### src/rtl/serial_adder.sv
// Bit-serial adder: one full-adder stage reused over WIDTH cycles.
// Operands shift out LSB-first and the sum shifts in from the MSB side.
module serial_adder #(
  parameter int WIDTH = 8
) (
  input  logic             clk,
  input  logic             rst_n,
  input  logic             start,
  input  logic [WIDTH-1:0] a,
  input  logic [WIDTH-1:0] b,
  output logic             busy,
  output logic             done,
  output logic [WIDTH-1:0] sum,
  output logic             cout
);

  localparam int CW = $clog2(WIDTH + 1);
  localparam logic [CW-1:0] LAST_BIT = CW'(WIDTH - 1);

  typedef enum logic [1:0] {
    IDLE = 2'd0,
    ADD  = 2'd1,
    DONE = 2'd2
  } state_t;

  state_t           state_reg, state_next;
  logic [WIDTH-1:0] a_reg, a_next;
  logic [WIDTH-1:0] b_reg, b_next;
  logic [WIDTH-1:0] work_reg, work_next;
  logic [WIDTH-1:0] sum_next;
  logic [CW-1:0]    cnt_reg, cnt_next;
  logic             carry_reg, carry_next;
  logic             cout_next;

  // Full adder built from two half adders and an OR.
  logic ha1_s, ha1_c, ha2_s, ha2_c, fa_carry;
  assign ha1_s    = a_reg[0] ^ b_reg[0];
  assign ha1_c    = a_reg[0] & b_reg[0];
  assign ha2_s    = ha1_s ^ carry_reg;
  assign ha2_c    = ha1_s & carry_reg;
  assign fa_carry = ha1_c | ha2_c;

  // Shift form keeps WIDTH=1 legal: the new bit simply replaces the register.
  logic [WIDTH-1:0] work_shifted;
  assign work_shifted = (work_reg >> 1) | (WIDTH'(ha2_s) << (WIDTH - 1));

  always_comb begin
    state_next = state_reg;
    a_next     = a_reg;
    b_next     = b_reg;
    work_next  = work_reg;
    carry_next = carry_reg;
    cnt_next   = cnt_reg;
    sum_next   = sum;
    cout_next  = cout;
    busy       = 1'b0;
    done       = 1'b0;

    case (state_reg)
      IDLE: begin
        if (start) begin
          a_next     = a;
          b_next     = b;
          work_next  = '0;
          carry_next = 1'b0;
          cnt_next   = '0;
          state_next = ADD;
        end
      end

      ADD: begin
        busy       = 1'b1;
        a_next     = a_reg >> 1;
        b_next     = b_reg >> 1;
        work_next  = work_shifted;
        carry_next = fa_carry;
        if (cnt_reg == LAST_BIT) begin
          sum_next   = work_shifted;
          cout_next  = fa_carry;
          state_next = DONE;
        end else begin
          cnt_next = cnt_reg + CW'(1);
        end
      end

      DONE: begin
        done = 1'b1;
        // Back-to-back start skips IDLE entirely.
        if (start) begin
          a_next     = a;
          b_next     = b;
          work_next  = '0;
          carry_next = 1'b0;
          cnt_next   = '0;
          state_next = ADD;
        end else begin
          state_next = IDLE;
        end
      end

      default: state_next = IDLE;
    endcase
  end

  always_ff @(posedge clk or negedge rst_n) begin
    if (!rst_n) begin
      state_reg <= IDLE;
      a_reg     <= '0;
      b_reg     <= '0;
      work_reg  <= '0;
      carry_reg <= 1'b0;
      cnt_reg   <= '0;
      sum       <= '0;
      cout      <= 1'b0;
    end else begin
      state_reg <= state_next;
      a_reg     <= a_next;
      b_reg     <= b_next;
      work_reg  <= work_next;
      carry_reg <= carry_next;
      cnt_reg   <= cnt_next;
      sum       <= sum_next;
      cout      <= cout_next;
    end
  end

endmodule
### config.mk
export PLATFORM = sky130hd
export DESIGN_NAME = serial_adder
export DESIGN_NICKNAME = d
export VERILOG_FILES = /design/src/rtl/serial_adder.sv
export SDC_FILE = /design/constraint.sdc
export NUM_CORES = 1
export LEC_CHECK = 0
export ABC_AREA = 1
export BUFFER_PORTS_ARGS = -buffer_cell sky130_fd_sc_hd__buf_2
export CAP_MARGIN = 10
export CORE_MARGIN = 1.5
export CORE_UTILIZATION = 50
export CTS_CLUSTER_DIAMETER = 40
export DETAILED_ROUTE_END_ITERATION = 6
export PLACE_DENSITY = 0.79
export SYNTH_ARGS = -nofsm -noshare
export SYNTH_HDL_FRONTEND = slang
export SYNTH_SLANG_ARGS = --single-unit
export TNS_END_PERCENT = 20
### constraint.sdc
create_clock -name clk -period 3.82 [get_ports clk]
set_clock_uncertainty 0.1 [all_clocks]
set_input_delay 0.382 -clock clk [delete_from_list [all_inputs] [get_ports clk]]
set_output_delay 0.382 -clock clk [all_outputs]
set_load 0.02 [all_outputs]
==> flow_metrics.env, run 1 <==
export IMPL_finalSetupViolations=0
export IMPL_synth_area_sq_um=1799
export IMPL_layout_commonest_cell="nand2_1"
export IMPL_power_leakage_nw=1.028
export IMPL_synth_edf_count=0
export IMPL_ys_types=21
export IMPL_area_growth_pct=12.17
export IMPL_p_per_area_nw_per_um2=826.5
export IMPL_fin_nets=234
export IMPL_coreArea_sq_um=3390
export IMPL_drv_cap=0
export IMPL_numCtsBuffers=5
export IMPL_avgSynthCellArea_sq_um=9.778
export IMPL_ir_drop_uv=347.5
export IMPL_fin_crit_sh=0.5421
export IMPL_ys_seq_area_frac=0.5424
export IMPL_hpwl_um=2055
export IMPL_drt_total_wl_um=3028
export IMPL_fmax_ghz=0.4829
export IMPL_rr_worst_depth=6
export IMPL_gp_congestion=0.8092
export IMPL_period_minus_slack_ps=2071
export IMPL_cts_buffer_depth=2
export IMPL_grt_start_max_net_pins=40
export IMPL_async_flop_share=1.000
export IMPL_drc_errors=0
export IMPL_hold_buffers=0
export IMPL_initialDrtViolationCount=115
export IMPL_synth_flop_cell="dfrtp_1"
export IMPL_antenna_found_initial=0
export IMPL_worst_pin_slew_ps=836.8
export IMPL_tns_ps=0
export IMPL_grt_pass1_wl_um=5423
export IMPL_start_kind="flop"
export IMPL_clk_latency_ps=350
export IMPL_grt_usage=0.1764
export IMPL_cts_tree="done"
export IMPL_worstReg2RegEnd="b_reg[4]"
export IMPL_timing_final_ws_setup_ps=1749
export IMPL_status="complete, no violations"
export IMPL_initial_utilization=0.5308
export IMPL_report_final_slew_viol_count=0
export IMPL_final_core_util=0.5954
export IMPL_ys_seq_elements=39
export IMPL_via_count=1288
export IMPL_clkSinkCount=39
export IMPL_netlist_instances=184
export IMPL_diodes=0
export IMPL_final_cell_mix="nand2_1, dfrtp_1, buf_2"
export IMPL_fillers=309
export IMPL_rsz0062_at_grt="false"
export IMPL_r2r_slack_ps=2110
export IMPL_first_pass_iters=4
export IMPL_die_h_um=62.99
export IMPL_row_count=21
export IMPL_dieArea_sq_um=3967
export IMPL_ys_warnings_count=0
export IMPL_drtAntennaViolNets=0
export IMPL_grt_pass1_vias=1243
export IMPL_h_tree_depth=2
export IMPL_grt_overflow=0
export IMPL_via_per_inst=4.954
export IMPL_hp_class="input pin to async pin"
export IMPL_max_slew_margin=0.4421
export IMPL_ctsResizeCount=0
export IMPL_die_x_um=62.99
export IMPL_critPathRequiredTime_ps=3340
export IMPL_critPathMaxFanout=18
export IMPL_timing_hold_ws_ps=11.93
export IMPL_avgRoutedWirePerCell_um=11.65
export IMPL_cts_root_buf="clkbuf_4"
export IMPL_arrival_ps=1590
export IMPL_hold_violations=0
export IMPL_cp_end_kind="primary output"
export IMPL_cts_setup_buffers=0
export IMPL_yosys_top_cells_area="dfrtp_1, nand2_1, o211ai_1, or2_2, o21ai_2"
export IMPL_yosys_area_top_type_share=0.5424
export IMPL_synth_largest_area_cell="dfrtp_1"
export IMPL_drive_above_1_share=0.3131
export IMPL_clk_pin_slew_worst_paths_ps=120
export IMPL_path_class="flop to primary output"
export IMPL_p_total_w=0.001668
export IMPL_numPortBuffers=29
export IMPL_ios=30
export IMPL_synth_nets=205
export IMPL_post_place_ws_ps=2105
export IMPL_reg2reg_from="state_reg[0]"
-- through the flow --
step           cell area [sq um]  instances
2_1_floorplan               1799        184
3_3_place_gp                1937        252
3_5_place_dp                1937        252
4_1_cts                     2018        260
5_1_grt                     2018        260
6_report                    2018        260
-- kinds of logic after synthesis --
| group | Yosys count | share of synthesized area |
|---|---|---|
| AO/OA/AOI/OAI | 32 | 0.1321 |
| adder cells (fa/ha/maj) | 2 | 0.01808 |
| buffers and inverters | 25 | 0.07788 |
| flip-flops | 39 | 0.5424 |
| AND/OR/NAND/NOR | 86 | 0.2295 |
-- worst max path at each step --
stage            startpoint        to  slack, ps  depth (start not counted)
2_1_floorplan  state_reg[0]      done       2430                          3
3_3_place_gp   state_reg[0]      busy       2150                          3
3_5_place_dp   state_reg[0]  b_reg[4]       2100                          6
4_1_cts        state_reg[0]      busy       1730                          3
5_1_grt        state_reg[0]      busy       1600                          3
6_report       state_reg[0]      busy       1750                          3
-- final cells by class --
cell class              instances  area, sq um  area share
repair buffers                 29        145.1     0.07192
multi-input cells             120        683.2      0.3385
well taps                      46        57.56     0.02852
clock inverters                 3        43.79     0.02170
clock buffers                   5        37.54     0.01860
inverters                      18        75.07     0.03720
flip-flops and latches         39        975.9      0.4836
-- per-layer routing --
layer	wire length (um)	global-route usage
met2	1370	0.2620
met5	0	0
met1	1465	0.2290
met4	57	0.07778
met3	135	0.06847
-- synthesized netlist by cell type (2+ instances only) --
cell / n
o22ai_1: 7
nand3_1: 8
o21ai_2: 9
or2_2: 13
nand2_1: 55
buf_4: 2
o211ai_1: 14
nand2_4: 4
buf_6: 4
nor2_4: 2
dfrtp_1: 39
nor2_1: 3
inv_1: 16
-- critical path, stage by stage, from the launching register on --
cell and delay, ps:
dfrtp_1 720, inv_6 160, nor2_4 180, buf_2 190
-- where the power goes --
part / switching, W / internal [W] / leakage, nW
combinational: 0.000423 / 0.000255 / 0.491
clock: 0.000137 / 0.000138 / 0.0452
sequential: 0.000121 / 0.000594 / 0.492
total: 0.000681 / 0.000987 / 1.03
Note: power is estimated with default switching activity, not from simulation.
==> inputs of run 2 (changes only) <==
==> constraint.sdc (replaced) <==
create_clock -name clk -period 2.2 [get_ports clk]
set_clock_uncertainty 0.1 [all_clocks]
set_input_delay 0.22 -clock clk [delete_from_list [all_inputs] [get_ports clk]]
set_output_delay 0.22 -clock clk [all_outputs]
set_load 0.02 [all_outputs]
==> flow_metrics.env, run 2 (same netlist as run 1, synthesis figures left out) <==
export IMPL_status="complete, no violations"
export IMPL_worstReg2RegEnd="carry_reg"
export IMPL_gp_congestion=0.8697
export IMPL_fin_nets=236
export IMPL_critPathMaxFanout=18
export IMPL_pwr_share_comb=0.406
export IMPL_swShare=0.4142
export IMPL_drc_errors=0
export IMPL_path_class="flop to primary output"
export IMPL_p_int_w=0.001724
export IMPL_wl_met2_um=1622
export IMPL_first_pass_iters=4
export IMPL_hpwl_um=2230
export IMPL_placed_area_sq_um=1937
export IMPL_coreArea_sq_um=3390
export IMPL_h_tree_depth=2
export IMPL_grt_pass1_wl_um=5651
export IMPL_via_count=1316
export IMPL_cts_buffer_depth=2
export IMPL_top_layer="met4"
export IMPL_met3_length_um=115
export IMPL_pwr_share_clk=0.169
export IMPL_stdcell_count=262
export IMPL_grt_usage=0.1860
export IMPL_drt_total_wl_um=3245
export IMPL_hold_violations=0
export IMPL_antenna_found_initial=0
export IMPL_finalSetupViolations=0
export IMPL_max_slew_margin=0.4452
export IMPL_clk_latency_ps=350
export IMPL_cts_tree="done"
export IMPL_die_h_um=62.99
export IMPL_drive_above_1_share=0.3102
export IMPL_cp_end_kind="primary output"
export IMPL_ir_drop_uv=727.4
export IMPL_dpl_cell_count=252
export IMPL_switching_power_w=0.001219
export IMPL_arrival_ps=1620
export IMPL_p_total_w=0.002942
export IMPL_hold_buffers=2
export IMPL_dieArea_sq_um=3967
export IMPL_numPortBuffers=29
export IMPL_p_per_area_nw_per_um2=1441
export IMPL_drt_met1_wl_um=1445
export IMPL_final_cell_area_sq_um=2042
export IMPL_power_leakage_nw=1.037
export IMPL_grt_pass1_vias=1277
export IMPL_cts_root_buf="clkbuf_4"
export IMPL_row_count=21
export IMPL_fin_crit_sh=0.8799
export IMPL_period_minus_slack_ps=1936
export IMPL_grt_start_max_net_pins=40
export IMPL_initial_utilization=0.5308
export IMPL_clkSinkCount=39
export IMPL_clk_pin_slew_worst_paths_ps=120
export IMPL_fmax_ghz=0.5166
export IMPL_numCtsBuffers=5
export IMPL_rr_worst_depth=6
export IMPL_via_per_inst=5.023
export IMPL_diodes=0
export IMPL_sequentialPowerShare=0.424
export IMPL_report_final_slew_viol_count=0
export IMPL_critPathRequiredTime_ps=1880
export IMPL_worst_pin_slew_ps=832.1
export IMPL_avgRoutedWirePerCell_um=12.39
export IMPL_grt_overflow=0
export IMPL_ctsResizeCount=0
export IMPL_drtAntennaViolNets=0
export IMPL_tns_ps=0
export IMPL_layout_commonest_cell="nand2_1"
export IMPL_rsz0062_at_grt="false"
export IMPL_initialDrtViolationCount=84
export IMPL_drv_cap=0
export IMPL_hold_start="a[7]"
export IMPL_reg2reg_from="state_reg[0]"
export IMPL_cts_setup_buffers=0
export IMPL_hold_depth=3
export IMPL_start_kind="flop"
export IMPL_final_cell_mix="nand2_1, dfrtp_1, buf_2"
export IMPL_area_growth_pct=13.49
export IMPL_r2r_slack_ps=440
export IMPL_hp_class="input pin to flop"
export IMPL_die_x_um=62.99
export IMPL_ios=30
export IMPL_whs_endpoint="a_reg[7]"
[run 2: changes by cell type in the layout (fill, tap and decap cells not counted), sizes merged]
| cell | previous run | this run |
|---|---|---|
| dlygate4sd3 | 0 | 2 |
| clkinv | 2 | 1 |
| inv | 18 | 19 |
[run 2: critical path, cell delays in order, from the launching register on]
cell     delay [ps]
dfrtp_1         730
inv_6           160
nor2_4          180
buf_2           190
[run 2: metal layers]
layer  track usage  up-vias
met5             0        -
met4       0.07500        0
met3       0.05766        5
met2        0.3045       24
met1        0.2283      624
li1              -      663
[run 2: how the worst max path moves through the flow]
stage	startpoint	endpoint	slack, ps	cells after the start
floorplan	cnt_reg[0]	sum[1]	900	6
finish	state_reg[0]	busy	260	3
global route	state_reg[0]	busy	140	3
detailed placement	state_reg[0]	carry_reg	450	6
CTS	state_reg[0]	busy	250	3
global placement	state_reg[0]	carry_reg	570	6
[run 2: metrics by stage]
step | hold slack, ps | setup slack [ps] | util
detailed placement | 264.6 | 446.0 | 0.5714
floorplan | -175.6 | 901.5 | -
global route | 8.960 | 144.5 | 0.6024
CTS | 0.4695 | 251.3 | 0.6024
finish | 7.258 | 264.2 | 0.6024
global placement | 271.9 | 567.6 | 0.5714
[run 2: cell type report]
| type | count | area (sq um) |
|---|---|---|
| fillers | 284 | 1348 |
| well taps | 46 | 57.56 |
| inverters | 18 | 75.07 |
| repair buffers | 31 | 165.2 |
| clock inverters | 3 | 47.55 |
| clock buffers | 5 | 37.54 |
| flip-flops and latches | 39 | 975.9 |
| multi-input cells | 120 | 683.2 |
[run 2: power by group through the flow]
stage,registers [W],logic (W),clock network [W]
final,0.00125,0.00120,0.000498
after global routing,0.00129,0.00137,0.000541
after CTS,0.00125,0.00122,0.000510
after detailed placement,0.00126,0.00121,0
after global placement,0.00125,0.00116,0
after floorplan,0.00127,0.000961,0
==> inputs of run 3 (changes only) <==
==> constraint.sdc (replaced) <==
create_clock -name clk -period 2.2 [get_ports clk]
set_clock_uncertainty 0.1 [all_clocks]
set_input_delay 0.33 -clock clk [delete_from_list [all_inputs] [get_ports clk]]
set_output_delay 0.33 -clock clk [all_outputs]
set_load 0.02 [all_outputs]
==> flow_metrics.env, run 3 (same netlist as run 1, synthesis figures left out) <==
export IMPL_ir_drop_uv=773.2
export IMPL_period_minus_slack_ps=2041
export IMPL_layout_commonest_cell="nand2_1"
export IMPL_via_count=1283
export IMPL_fmax_ghz=0.4899
export IMPL_tns_ps=0
export IMPL_hold_violations=0
export IMPL_start_kind="flop"
export IMPL_switching_power_w=0.001180
export IMPL_p_int_w=0.001716
export IMPL_top_layer="met4"
export IMPL_clk_latency_ps=350
export IMPL_grt_start_max_net_pins=24
export IMPL_via_per_inst=4.897
export IMPL_cp_end_kind="primary output"
export IMPL_hold_start="b[7]"
export IMPL_swShare=0.4074
export IMPL_area_growth_pct=13.14
export IMPL_pwr_share_comb=0.406
export IMPL_row_count=21
export IMPL_arrival_ps=1610
export IMPL_path_class="flop to primary output"
export IMPL_fillers=307
export IMPL_die_x_um=62.99
export IMPL_drtAntennaViolNets=0
export IMPL_report_final_slew_viol_count=0
export IMPL_rsz0062_at_grt="false"
export IMPL_numCtsBuffers=5
export IMPL_cts_buffer_depth=2
export IMPL_r2r_slack_ps=470
export IMPL_h_tree_depth=2
export IMPL_power_leakage_nw=1.037
export IMPL_diodes=0
export IMPL_initialDrtViolationCount=60
export IMPL_cts_setup_buffers=0
export IMPL_cts_tree="done"
export IMPL_critPathMaxFanout=18
export IMPL_drc_errors=0
export IMPL_met3_length_um=120
export IMPL_worst_pin_slew_ps=590.7
export IMPL_wl_met2_um=1354
export IMPL_initial_utilization=0.5308
export IMPL_drv_cap=0
export IMPL_reg2reg_from="state_reg[0]"
export IMPL_hold_depth=3
export IMPL_grt_pass1_vias=1180
export IMPL_clkSinkCount=39
export IMPL_final_cell_mix="nand2_1, dfrtp_1, buf_2"
export IMPL_coreArea_sq_um=3390
export IMPL_ios=30
export IMPL_rr_worst_depth=6
export IMPL_finalSetupViolations=0
export IMPL_avgRoutedWirePerCell_um=11.34
export IMPL_drt_met1_wl_um=1444
export IMPL_cts_root_buf="clkbuf_4"
export IMPL_grt_usage=0.1676
export IMPL_hp_class="input pin to flop"
export IMPL_antenna_found_initial=0
export IMPL_clk_pin_slew_worst_paths_ps=120
export IMPL_fin_crit_sh=0.9278
export IMPL_grt_overflow=0
export IMPL_grt_pass1_wl_um=5188
export IMPL_numPortBuffers=29
export IMPL_die_h_um=62.99
export IMPL_pwr_share_clk=0.165
export IMPL_hpwl_um=2101
export IMPL_max_slew_margin=0.6062
export IMPL_fin_nets=236
export IMPL_p_per_area_nw_per_um2=1422
export IMPL_drive_above_1_share=0.3148
export IMPL_sequentialPowerShare=0.430
export IMPL_final_core_util=0.6006
export IMPL_worstReg2RegEnd="carry_reg"
export IMPL_critPathRequiredTime_ps=1770
export IMPL_drt_total_wl_um=2972
export IMPL_first_pass_iters=4
export IMPL_whs_endpoint="b_reg[7]"
export IMPL_dieArea_sq_um=3967
export IMPL_gp_congestion=0.8454
export IMPL_status="complete, no violations"
[run 3: cell count changes in the layout (fill, tap and decap cells not counted), sizes merged]
cell         before  now
buf              29   30
inv              19   18
dlygate4sd3       2    1
clkinv            1    2
[run 3: stage by stage]
stage / cell area (sq um) / power (W) / std cells / hold slack, ps / worst slack [ps]
floorplan: 1799 / 0.002234 / 184 / -65.59 / 861.4
global placement: 1944 / 0.002417 / 253 / 199.3 / 556.5
detailed placement: 1944 / 0.002447 / 253 / 195.0 / 479.9
CTS: 2036 / 0.002927 / 262 / 97.66 / 145.0
global route: 2036 / 0.003163 / 262 / 111.5 / 30.88
finish: 2036 / 0.002896 / 262 / 105.5 / 158.9
[run 3: per-layer routing]
metal | track usage | up-vias
met3 | 0.04685 | 5
met1 | 0.2327 | 594
met2 | 0.2487 | 19
li1 | - | 665
met4 | 0.06667 | 0
met5 | 0 | -
[run 3: worst max path at each step]
stage	startpoint	slack (ps)	cells past startpoint	end
floorplan	state_reg[0]	860	3	done
global placement	state_reg[0]	560	6	carry_reg
detailed placement	state_reg[0]	480	6	carry_reg
CTS	state_reg[0]	150	3	busy
global route	state_reg[0]	30	3	busy
finish	state_reg[0]	160	3	busy
[run 3: power groups by stage]
stage	clock, W	sequential [W]	combinational, W
floorplan	0	0.00127	0.000961
global placement	0	0.00125	0.00117
detailed placement	0	0.00126	0.00119
CTS	0.000490	0.00124	0.00119
global route	0.000529	0.00129	0.00134
finish	0.000478	0.00124	0.00117
[run 3: repair_timing]
item                                    in CTS  in global routing
hold buffers                                 1                  0
endpoints found under the hold margin       19                  0
endpoints found under the setup margin       0                  0
gates resized for setup                      0                  0
[run 3: layout make-up]
| cell class | count | area [sq um] | share of cell area |
|---|---|---|---|
| Clock buffer | 5 | 37.54 | 0.01844 |
| Clock inverter | 3 | 43.79 | 0.02151 |
| Multi-Input combinational cell | 120 | 683.2 | 0.3356 |
| Sequential cell | 39 | 975.9 | 0.4794 |
| Timing Repair Buffer | 31 | 162.7 | 0.07990 |
| Inverter | 18 | 75.07 | 0.03688 |
| Tap cell | 46 | 57.56 | 0.02827 |
[run 3: critical path, stage by stage (launching register included)]
cell and delay [ps]:
dfrtp_1 740, inv_6 160, nor2_4 170, buf_2 190
